## src/rtl/mux2a1_arb_pkg.sv

```systemverilog
// Shared definitions for the two-requester round-robin arbiter: FSM state
// encoding, requester identifiers (which double as the mux select value)
// and the width helper for the per-grant beat counter.
package mux2a1_arb_pkg;

  // Arbiter FSM states: nobody granted, or one of the two requesters owns the path
  typedef enum logic [1:0] {
    IDLE  = 2'd0,
    GNT_A = 2'd1,
    GNT_B = 2'd2
  } arb_state_e;

  // Requester identity; the numeric value is exactly what drives the mux select
  typedef enum logic {
    REQ_A = 1'b0,
    REQ_B = 1'b1
  } req_id_e;

  // Bits needed to hold a beat count from 0 up to max_beats inclusive
  function automatic int cnt_width(input int max_beats);
    if (max_beats < 1) begin
      return 1;
    end
    return $clog2(max_beats + 1);
  endfunction

endpackage

```

## src/rtl/mux2a1_arb_mux2a1.sv

```systemverilog
// Single-bit 2:1 multiplexer; the arbiter builds its data path from one of
// these per data bit. sel=0 passes a, sel=1 passes b.
module mux2a1 (
  input  logic a,
  input  logic b,
  input  logic sel,
  output logic y
);

  // Pure select, no state
  assign y = sel ? b : a;

endmodule

```

## src/rtl/mux2a1_arb.sv

```systemverilog
// Round-robin arbiter sharing one 2:1 data path between requesters A and B.
// A grant lasts for one burst, ending on the requester's last flag, on the
// beat limit, or when the owner drops its request. The next owner is chosen
// in the same cycle the current burst ends, so bursts run back to back.
module mux2a1_arb
  import mux2a1_arb_pkg::*;
#(
  parameter int WIDTH     = 8,
  parameter int MAX_BEATS = 16
) (
  input  logic             clk,
  input  logic             rst_n,
  input  logic             req_a,
  input  logic             req_b,
  input  logic [WIDTH-1:0] data_a,
  input  logic [WIDTH-1:0] data_b,
  input  logic             last_a,
  input  logic             last_b,
  output logic             ready_a,
  output logic             ready_b,
  output logic             grant_a,
  output logic             grant_b,
  output logic             sel,
  output logic [WIDTH-1:0] data_o,
  output logic             valid_o,
  output logic             last_o,
  input  logic             ready_i
);

  localparam int CNT_W = cnt_width(MAX_BEATS);
  localparam logic [CNT_W-1:0] CNT_LIMIT = CNT_W'(MAX_BEATS - 1);

  arb_state_e       state_q, state_d;
  req_id_e          prio_q, prio_d;
  logic [CNT_W-1:0] cnt_q, cnt_d;
  logic             sel_q, sel_d;

  logic             win_valid;
  req_id_e          win_id;
  logic             granted_req;
  logic             granted_last;
  logic             xfer;
  logic             abort;
  logic             release_grant;
  logic             arbitrate;

  // Register all arbiter state; async reset drops any burst in flight
  always_ff @(posedge clk or negedge rst_n) begin
    if (!rst_n) begin
      state_q <= IDLE;
      prio_q  <= REQ_B;
      cnt_q   <= '0;
      sel_q   <= 1'b0;
    end else begin
      state_q <= state_d;
      prio_q  <= prio_d;
      cnt_q   <= cnt_d;
      sel_q   <= sel_d;
    end
  end

  // Round-robin decision: a lone requester wins, on a tie the non-previous winner wins
  always_comb begin
    win_valid = 1'b0;
    win_id    = REQ_A;
    if (req_a && req_b) begin
      win_valid = 1'b1;
      win_id    = (prio_q == REQ_A) ? REQ_B : REQ_A;
    end else if (req_a) begin
      win_valid = 1'b1;
      win_id    = REQ_A;
    end else if (req_b) begin
      win_valid = 1'b1;
      win_id    = REQ_B;
    end
  end

  // Output decode: route valid/last/ready of the owner, flag the burst-ending beat
  always_comb begin
    grant_a      = (state_q == GNT_A);
    grant_b      = (state_q == GNT_B);
    granted_req  = (grant_a & req_a) | (grant_b & req_b);
    granted_last = (grant_a & last_a) | (grant_b & last_b);
    valid_o      = granted_req;
    last_o       = valid_o & (granted_last | (cnt_q == CNT_LIMIT));
    ready_a      = grant_a & ready_i;
    ready_b      = grant_b & ready_i;
    sel          = sel_q;
  end

  // Release conditions: a final beat accepted, or the owner abandoning its request
  always_comb begin
    xfer          = valid_o & ready_i;
    abort         = (state_q != IDLE) & ~granted_req;
    release_grant = (xfer & last_o) | abort;
    arbitrate     = (state_q == IDLE) | release_grant;
  end

  // Next-state: re-arbitrate from IDLE or on release, otherwise count accepted beats
  always_comb begin
    state_d = state_q;
    prio_d  = prio_q;
    cnt_d   = cnt_q;
    sel_d   = sel_q;
    if (arbitrate) begin
      if (win_valid) begin
        state_d = (win_id == REQ_A) ? GNT_A : GNT_B;
        prio_d  = win_id;
        cnt_d   = '0;
        sel_d   = win_id;
      end else begin
        state_d = IDLE;
      end
    end else if (xfer) begin
      cnt_d = cnt_q + CNT_W'(1);
    end
  end

  // One mux bit per data bit, all steered by the registered select
  for (genvar i = 0; i < WIDTH; i++) begin : g_data_mux
    mux2a1 u_mux (
      .a   (data_a[i]),
      .b   (data_b[i]),
      .sel (sel_q),
      .y   (data_o[i])
    );
  end

endmodule

```

## config.mk

```make
export PLATFORM = sky130hd
export DESIGN_NAME = mux2a1_arb
export DESIGN_NICKNAME = d
export VERILOG_FILES = /design/src/rtl/mux2a1_arb_pkg.sv /design/src/rtl/mux2a1_arb_mux2a1.sv /design/src/rtl/mux2a1_arb.sv
export SDC_FILE = /design/constraint.sdc
export NUM_CORES = 1
export LEC_CHECK = 0
export ABC_AREA = 0
export CAP_MARGIN = 5
export CORE_UTILIZATION = 42
export DETAILED_ROUTE_END_ITERATION = 7
export PLACE_DENSITY = 0.95
export SLEW_MARGIN = 20
export SYNTH_ARGS = -nofsm -noshare
export SYNTH_HDL_FRONTEND = slang
export SYNTH_SLANG_ARGS = --single-unit
```

## constraint.sdc

```tcl
create_clock -name clk -period 2.85 [get_ports clk]
set_clock_uncertainty 0.05 [all_clocks]
set_input_delay 0.57 -clock clk [delete_from_list [all_inputs] [get_ports clk]]
set_output_delay 0.57 -clock clk [all_outputs]
set_load 0.1 [all_outputs]
```

==> summary.txt <==
Pwr
  – Sequential Power Share: 17.2%
  – Switch share: 57.0%
  – Clock power share: around 7.6%
  – Max rail drop VDD: 608 uV
  – Pwr Density: 1070 nW/um2
  – Leak pwr: between 0.5 and 0.6 nW
  – P_sw: about 0.75 mW
  – Int Pwr: 0.561 mW
  – Logic pwr share: 75.2%

Synth
  – Synth cell types: 34
  – Largest cells by area after synthesis: dfrtp_1 27%, mux2_2 12%, buf_4 8.0%
  – Yosys warns: 0
  – Asr flop ratio synth: between 90% and 100%
  – Synth Cell Area: 751 um2
  – Synth area leader: dfrtp_1
  – Most common flop cell mapped by yosys: dfrtp_1
  – Post-synth EDFFs: 0
  – Net count after synthesis: roughly 100
  – Mapped Cells: 79
  – Post-synthesis sequential area ratio: 30.2%
  – FF+latch count, synth: 9
  – Post-synth top area share: 26.7%
  – Mean Syn Cell Area: 9.50 um2

Setup path
  – Crit path launch type: flop
  – CP Buf/Inv Count: 1
  – Worst Path Arrival: about 1.9 ns
  – Critical path depth: 6
  – CP required: about 2.2 ns
  – Path depth of the worst reg2reg path: 6
  – Setup CP Type: reg2out
  – CP cell instances: ha_1, and3_1, ha_1, nor3_2, nor2_1, buf_12
  – CP delay by family, top: simple AND/OR/NAND/NOR gates
  – Slowest stage delay, CP: approximately 0.41 ns
  – Slowest stage cell, crit path: dfrtp_1
  – Crit path capture type: output pin
  – Critical-path maximum fanout: 4
  – Cell mode on critical path: ha_1

Floorplanning
  – IO Pins: 38
  – Starting density of the core: 47.1%
  – Die span in y: 44.3 um
  – Die X: between 40 and 50 um
  – Rows: 14
  – Placeable Area: approximately 1600 um2
  – Die footprint: 1960 um2

Clock network
  – H-tree lvl count: 1
  – CTS tree: built
  – CTS Sinks: 9
  – Cts repair resizes: 0
  – Worst-path clk slew: 0.06 ns
  – Clock Tree Buf Depth: 2
  – CTS buffer count: 3
  – Hold Buf Count CTS: 0
  – CTS root buf: clkbuf_4
  – Total setup buffers inserted after CTS: 0
  – Clk_lat worst skew: between 0.2 and 0.3 ns

Hold path
  – Worst Hold Class: reg2reg
  – Hold Path Depth: 1

Layout
  – P&R area growth vs syn: 62.7%
  – Share of cells above drive strength 1: ~33%
  – Nets: 136
  – Finished Core Util: 76.6%
  – ANT cells: 0

Routing
  – Routed vias: 700
  – Detail Route Antenna Nets: 0
  – DRC Markers: 0
  – Via/cell ratio: between 5 and 6
  – Per-cell routed wire length: 14.2 um
  – Post-Route WL: 1900 um
  – First-pass DRT Iterations: 4
  – 1st-iter DRT viols: 10

Placed design
  – Detailed placer's ending HPWL: roughly 1600 um
  – Port Buf Inserts: 37
  – RePlAce Congestion: between 0.8 and 0.9

GRT
  – First-pass GRT wire length: 3130 um
  – GRT Total Usage: 22.5%
  – Vias in the first global route: roughly 750
  – Largest net degree at the start of global routing: 12
  – Gr ovfl total: 0
  – Initial antenna violation count: 0

Timing
  – Worst hold slack: 0.487 ns
  – Setup TNS: 0 ns
  – Worst slew margin: roughly 72%
  – Slew Limit Fails: 0
  – Slew @ Worst Pin: 0.413 ns
  – Final Setup Violations: 0
  – Fmax: 399 MHz
  – Final hold vios: 0
  – Fin crit share: a little under 90%
  – RSZ-0062 raised after global routing: false
  – Period minus WS final: 2.51 ns

Status
  – Status: completed

Run
  – Max-cap violations: 0
==> cell usage in the layout (no fill, tap or decap), types with 2 or more instances in the layout <==
| cell type | synthesis | final |
|---|---|---|
| and2_1 | 2 | 2 |
| clkbuf_4 | 0 | 3 |
| and3b_1 | 3 | 3 |
| nand4b_1 | 2 | 2 |
| buf_12 | 0 | 12 |
| clkdlybuf4s50_1 | 0 | 22 |
| mux2i_1 | 2 | 2 |
| mux2_2 | 8 | 8 |
| nor3_2 | 1 | 2 |
| dfrtp_1 | 8 | 8 |
| nor2_1 | 3 | 3 |
| ha_1 | 2 | 2 |
| o21ai_1 | 3 | 3 |
| o22ai_1 | 2 | 2 |
| nand3_1 | 5 | 5 |
| inv_1 | 6 | 6 |
| buf_4 | 8 | 3 |
| nand2_1 | 3 | 3 |
==> cells by family (layout without fill, tap and decap cells) <==
kind of cell    count (synthesis)  in the layout  share of synthesized area, %
compound gates                 13             13                          14.2
fa+ha+maj                       2              2                          3.33
buf+inv                        17             48                          13.7
flops                           9              9                          30.2
mux                            11             11                          16.7
simple gates                   27             27                          22.0
==> path summary, 6_finish.rpt <==
check                                     start              endpoint  slack (ns)
setup / recovery           cnt_q[0]$_DFFE_PN0P_                last_o        0.34
max in group asynchronous                 rst_n    prio_q$_DFFE_PN1P_        1.89
hold / removal             cnt_q[0]$_DFFE_PN0P_  cnt_q[0]$_DFFE_PN0P_        0.49
min in group asynchronous                 rst_n  cnt_q[2]$_DFFE_PN0P_        0.55
setup reg to reg           cnt_q[0]$_DFFE_PN0P_  cnt_q[4]$_DFFE_PN0P_        0.97
hold reg to reg            cnt_q[0]$_DFFE_PN0P_  cnt_q[0]$_DFFE_PN0P_        0.49
==> power by group through the flow <==
stage | registers [mW] | clock network [mW] | logic, mW
6_report | 0.224 | 0.0995 | 0.983
5_1_grt | 0.233 | 0.112 | 1.01
4_1_cts | 0.224 | 0.103 | 0.988
3_5_place_dp | 0.227 | 0 | 0.985
3_3_place_gp | 0.221 | 0 | 0.974
2_1_floorplan | 0.236 | 0 | 0.711
==> cells in the mapped netlist, drive strengths merged (2+ instances only) <==
master,count
a21oi,2
and2,2
and3b,4
buf,10
dfrtp,8
ha,2
inv,7
mux2,9
mux2i,2
nand2,3
nand3,5
nand4b,2
nor2,4
nor2b,2
nor3,3
o21ai,3
o22ai,2
==> registers in the layout (all words and copies together), names as in the netlist <==
name     cells
state_q      2
prio_q       1
sel          1
cnt_q        5
==> through the flow <==
step | power [mW] | setup WS [ns] | std cells | cell area (um2)
final | 1.31 | 0.343 | 134 | 1220
after global routing | 1.36 | 0.222 | 134 | 1220
after CTS | 1.31 | 0.344 | 134 | 1220
after detailed placement | 1.21 | 0.368 | 130 | 1190
after global placement | 1.19 | 0.406 | 130 | 1190
after floorplan | 0.947 | 0.0374 | 79 | 758
==> final cells by class <==
cell class	instances	area [um2]
Inverter	7	26.3
Clock buffer	4	26.3
Tap cell	24	30.0
Multi-Input combinational cell	53	429
Timing Repair Buffer	37	483
Fill cell	109	373
Sequential cell	9	226
==> layer usage <==
metal  global-route usage [%]  wire length [um]
met5                        0                 0
met4                     9.09                21
met3                     5.31                78
met2                     41.2              1040
met1                     24.7               762
Note: power is estimated with default switching activity, not from simulation.
